===== src/rtl/regfile_mp.sv =====
// regfile_mp: two-write, three-read register file with bypass, collision flag and load scoreboard.
// Latency: writes land at the next CLK edge; reads and BUSY are combinational (same-cycle forwarding when BYPASS=1).
// Backpressure: none; every write is accepted, BUSY1/BUSY2 feed the hazard unit's stall decision.
module regfile_mp #(
  parameter int DATA_W = 32,
  parameter int ADDR_W = 4,
  parameter int PC_IDX = 15,
  parameter int BYPASS = 1
) (
  input  logic              CLK,
  input  logic              RESET,
  input  logic [ADDR_W-1:0] A1,
  input  logic [ADDR_W-1:0] A2,
  output logic [DATA_W-1:0] RD1,
  output logic [DATA_W-1:0] RD2,
  input  logic [ADDR_W-1:0] A4,
  output logic [DATA_W-1:0] RD4,
  input  logic [DATA_W-1:0] R15,
  input  logic              WE3,
  input  logic [ADDR_W-1:0] A3,
  input  logic [DATA_W-1:0] WD3,
  input  logic              WE5,
  input  logic [ADDR_W-1:0] A5,
  input  logic [DATA_W-1:0] WD5,
  input  logic              MARK,
  input  logic [ADDR_W-1:0] AM,
  output logic              BUSY1,
  output logic              BUSY2,
  output logic              WERR
);

  // The PC slot has no storage: it is the last architectural index and is
  // sourced from R15, so only PC_IDX words (0..PC_IDX-1) are kept.
  localparam int              NREG = PC_IDX;
  localparam logic [ADDR_W-1:0] PC_A = ADDR_W'(PC_IDX);

  logic [DATA_W-1:0] r_mem [NREG];
  logic [NREG-1:0]   r_pend;
  logic              r_werr;

  logic w_byp;
  logic w_wr3;
  logic w_wr5;
  logic w_coll;
  logic w_mark;

  logic [DATA_W-1:0] w_st1;
  logic [DATA_W-1:0] w_st2;

  assign w_byp = (BYPASS != 0);

  // Write qualification: PC writes are dropped, and on an address collision
  // the primary port wins while the secondary port is suppressed.
  assign w_wr3  = WE3 && (A3 != PC_A);
  assign w_coll = w_wr3 && WE5 && (A3 == A5);
  assign w_wr5  = WE5 && (A5 != PC_A) && !w_coll;
  assign w_mark = MARK && (AM != PC_A);

  // Register storage update; reset clears every word and blocks all writes.
  always_ff @(posedge CLK) begin
    if (RESET) begin
      for (int i = 0; i < NREG; i++) begin
        r_mem[i] <= '0;
      end
    end else begin
      if (w_wr3) r_mem[A3] <= WD3;
      if (w_wr5) r_mem[A5] <= WD5;
    end
  end

  // Pending-load scoreboard: WE3 retires a load, MARK issues one; a MARK to
  // the same index in the same cycle is applied last so the new load wins.
  always_ff @(posedge CLK) begin
    if (RESET) begin
      r_pend <= '0;
    end else begin
      if (w_wr3)  r_pend[A3] <= 1'b0;
      if (w_mark) r_pend[AM] <= 1'b1;
    end
  end

  // Collision flag: one-cycle registered pulse following a same-address dual write.
  always_ff @(posedge CLK) begin
    if (RESET) begin
      r_werr <= 1'b0;
    end else begin
      r_werr <= w_coll;
    end
  end

  assign WERR = r_werr;

  // Stored-value lookup for the operand ports; the PC index never touches storage.
  always_comb begin
    w_st1 = '0;
    w_st2 = '0;
    if (A1 != PC_A) w_st1 = r_mem[A1];
    if (A2 != PC_A) w_st2 = r_mem[A2];
  end

  // Operand port 1: PC, then primary-write bypass, then secondary-write bypass, then storage.
  always_comb begin
    RD1 = w_st1;
    if (A1 == PC_A) begin
      RD1 = R15;
    end else if (w_byp && WE3 && (A3 == A1)) begin
      RD1 = WD3;
    end else if (w_byp && WE5 && (A5 == A1)) begin
      RD1 = WD5;
    end
  end

  // Operand port 2: same priority as port 1.
  always_comb begin
    RD2 = w_st2;
    if (A2 == PC_A) begin
      RD2 = R15;
    end else if (w_byp && WE3 && (A3 == A2)) begin
      RD2 = WD3;
    end else if (w_byp && WE5 && (A5 == A2)) begin
      RD2 = WD5;
    end
  end

  // Debug port: stored value only, so it shows the pre-write contents during a write cycle.
  always_comb begin
    RD4 = R15;
    if (A4 != PC_A) RD4 = r_mem[A4];
  end

  // Hazard outputs: a pending load is hidden when its return is being forwarded this cycle.
  always_comb begin
    BUSY1 = 1'b0;
    BUSY2 = 1'b0;
    if (A1 != PC_A) BUSY1 = r_pend[A1] && !(w_byp && WE3 && (A3 == A1));
    if (A2 != PC_A) BUSY2 = r_pend[A2] && !(w_byp && WE3 && (A3 == A2));
  end

endmodule


===== config.mk =====
export PLATFORM = sky130hd
export DESIGN_NAME = regfile_mp
export DESIGN_NICKNAME = d
export VERILOG_FILES = /design/src/rtl/regfile_mp.sv
export SDC_FILE = /design/constraint.sdc
export NUM_CORES = 1
export LEC_CHECK = 0
export ABC_CLOCK_PERIOD_IN_PS = 8100
export BUFFER_PORTS_ARGS = -buffer_cell sky130_fd_sc_hd__buf_2
export CAP_MARGIN = 15
export CORE_ASPECT_RATIO = 1.75
export CORE_UTILIZATION = 35
export CTS_BUF_LIST = sky130_fd_sc_hd__clkbuf_16
export DETAILED_ROUTE_END_ITERATION = 8
export HOLD_SLACK_MARGIN = 0.03
export MAX_ROUTING_LAYER = met4
export PLACE_DENSITY = 0.6
export REMOVE_ABC_BUFFERS = 1
export SETUP_SLACK_MARGIN = 0.4
export SLEW_MARGIN = 10
export SYNTH_ARGS = -nofsm -noshare
export SYNTH_HDL_FRONTEND = slang
export SYNTH_SLANG_ARGS = --single-unit

===== constraint.sdc =====
create_clock -name CLK -period 8.1 [get_ports CLK]
set_clock_uncertainty 0.15 [all_clocks]
set_input_delay 2.43 -clock CLK [delete_from_list [all_inputs] [get_ports CLK]]
set_output_delay 2.43 -clock CLK [all_outputs]
set_load 0.03 [all_outputs]

==> impl_metrics.json <==
{
  "status": "complete, no violations",
  "finalNetCount": 3208,
  "die_x_um": 244,
  "die_h_um": 425,
  "fin_area_sq_um": 39800,
  "post-place-ws_ns": 0.545,
  "cts_sinks": 528,
  "die-area_sq_um": 104000,
  "synth_area_sq_um": 35800,
  "clk_path_buf_depth": 3,
  "grt_pass1_wl_um": 213000,
  "grt.total_usage_pct": 29.6,
  "syn_to_final_growth_pct": 11.2,
  "fillCellCount": 9658,
  "syn_avg_cell_area_sq_um": 11.7,
  "async_flop_share_pct": 0,
  "yosysSeqAreaShare_pct": 43.8,
  "worstPathRequired_ns": 5.52,
  "ant_nets": 0,
  "period_needed_ns": 7.50,
  "ctsResizeCount": 0,
  "cp.arrival_ns": 4.92,
  "cts_setup_buffers": 0,
  "worst-slew-pin-transition_ns": 1.13,
  "io_buffers": 223,
  "grt_pass1_vias": 30100,
  "maxCapViolCount": 0,
  "vias_per_cell": 6.70,
  "numCtsBuffers": 49,
  "fin_crit_sh_pct": 92.6,
  "end_kind": "output pin",
  "first_pass_iters": 6,
  "root_buffer": "clkbuf_16",
  "power_density_nw_per_um2": 181,
  "yosysWarnings": 0,
  "drc": 0,
  "layout_common_cells": "nand2_1, edfxtp_1, mux4_2, o21ai_0, buf_2",
  "final-max-slew-violation-count": 0,
  "placed_cell_area_sq_um": 38400,
  "synth_edf_count": 512,
  "syn_inst": 3064,
  "antenna_found_initial": 4,
  "criticalPathCategory": "in2out",
  "drive_above_1_share_pct": 31.1,
  "initial_utilization_pct": 35.5,
  "dp_hpwl_um": 88800,
  "drt_iter0_drc": 3941,
  "cts_tree": "built",
  "layout_commonest_cell": "nand2_1",
  "ir_worst_vdd_mv": 0.164,
  "routed_wl_um": 152000,
  "start_kind": "primary input",
  "ys_seq_elements": 528,
  "hold_viol_final": 0,
  "gp_congestion": 0.870,
  "pin_count": 224,
  "grt_max_degree": 83,
  "leakage_nw": 12.8,
  "core_region_area_sq_um": 101000,
  "yosys.cell_types.count": 61,
  "rows": 154,
  "final_core_util_pct": 39.4,
  "synth_ff_type": "edfxtp_1",
  "rrSetupSlack_ns": 7.18,
  "gr-total-overflow": 0,
  "finalSetupViolations": 0,
  "rsz0062_at_grt": "false",
  "slew_headroom_pct": 24.5,
  "setup_ws_ns": 0.602,
  "routedWlPerCell_um": 34.1,
  "vias": 29800,
  "critPathMaxFanout": 20,
  "cts-htree-levels": 2,
  "path_clk_slew_ns": 0.06,
  "hold_path_class": "reg2reg",
  "max_freq_mhz": 133,
  "hold_buffers": 0,
  "clk_latency_ns": 0.61
}
## stage by stage
| step | instances | hold WS, ns | TNS (ns) | total power (W) |
|---|---|---|---|---|
| finish | 4450 | 0.342 | 0 | 0.00720 |
| global route | 4449 | 0.385 | 0 | 0.00735 |
| CTS | 4445 | 0.339 | 0 | 0.00717 |
| detailed placement | 4358 | 0.330 | 0 | 0.00501 |
| global placement | 4357 | 0.325 | 0 | 0.00498 |
| floorplan | 2702 | 0.304 | -107.48 | 0.00426 |
## Yosys cell counts, types with 17 or more instances
| master | instances | area share [%] |
|---|---|---|
| a22oi_1 | 138 | 2.9 |
| buf_4 | 17 | 0.36 |
| mux4_2 | 392 | 25 |
| o21ai_0 | 390 | 5.5 |
| o21a_1 | 33 | 0.69 |
| o21ai_2 | 60 | 1.5 |
| nor2_1 | 98 | 1.0 |
| buf_1 | 20 | 0.21 |
| o221a_2 | 32 | 1.0 |
| o21ai_1 | 28 | 0.39 |
| mux2_2 | 31 | 0.97 |
| o22a_1 | 31 | 0.76 |
| a22o_1 | 32 | 0.78 |
| buf_2 | 61 | 0.85 |
| edfxtp_1 | 512 | 43 |
| clkbuf_1 | 259 | 2.7 |
| clkbuf_2 | 24 | 0.34 |
| a221o_1 | 32 | 0.89 |
| nand2_1 | 696 | 7.3 |
| a21oi_1 | 36 | 0.50 |
## kinds of logic after synthesis
| family | after synthesis | share of synthesized area (%) |
|---|---|---|
| simple gates | 855 | 9.49 |
| compound gates | 840 | 15.5 |
| flops | 528 | 43.8 |
| buf+inv | 396 | 4.97 |
| xor+xnor | 18 | 0.440 |
| other cells | 1 | 0.0105 |
| mux | 426 | 25.7 |
## worst max-delay path: stages
cell and delay [ns]:
buf_2 0.18, and2_2 0.22, and3_2 0.22, o21bai_1 0.25, nor2b_4 0.91, buf_4 0.32
a221o_1 0.15, buf_2 0.20
## cell type report
class / count / area (sq um) / area share, %
inverter: 3 / 11.3 / 0.0283
clock buffer: 49 / 1230 / 3.08
clock inverter: 38 / 209 / 0.525
tap: 1326 / 1660 / 4.17
timing repair buffer: 330 / 2210 / 5.54
antenna: 5 / 12.5 / 0.0314
multi-input combinational: 2171 / 18800 / 47.2
sequential: 528 / 15700 / 39.4
## power breakdown
| part | leakage, nW | total, W | switching, W | internal (W) |
|---|---|---|---|---|
| Sequential | 5.06 | 0.00331 | 0.000125 | 0.00319 |
| Clock | 0.727 | 0.00222 | 0.00111 | 0.00111 |
| Combinational | 7.03 | 0.00166 | 0.00101 | 0.000650 |
## metal layers
layer  track usage [%]  wire length, um  vias up
met5                 -                0        -
met1              33.1            49200    14900
met2              48.0            73700     2408
met3              5.39            17200      623
li1                  -                -    11900
met4              20.5            11500        0
## flip-flops by register name, summed over array words and instances, names as in the netlist
| signal | count |
|---|---|
| r_mem | 512 |
| WERR | 1 |
| r_pend | 15 |
## path summary, 6_finish.rpt
kind | to | cells after the start | startpoint
setup / recovery | RD2[23] | 8 | A2[2]
hold / removal | r_pend[7] | 2 | r_pend[7]
setup reg to reg | r_pend[1] | 2 | r_pend[1]
hold reg to reg | r_pend[7] | 2 | r_pend[7]
Note: power is estimated with default switching activity, not from simulation.
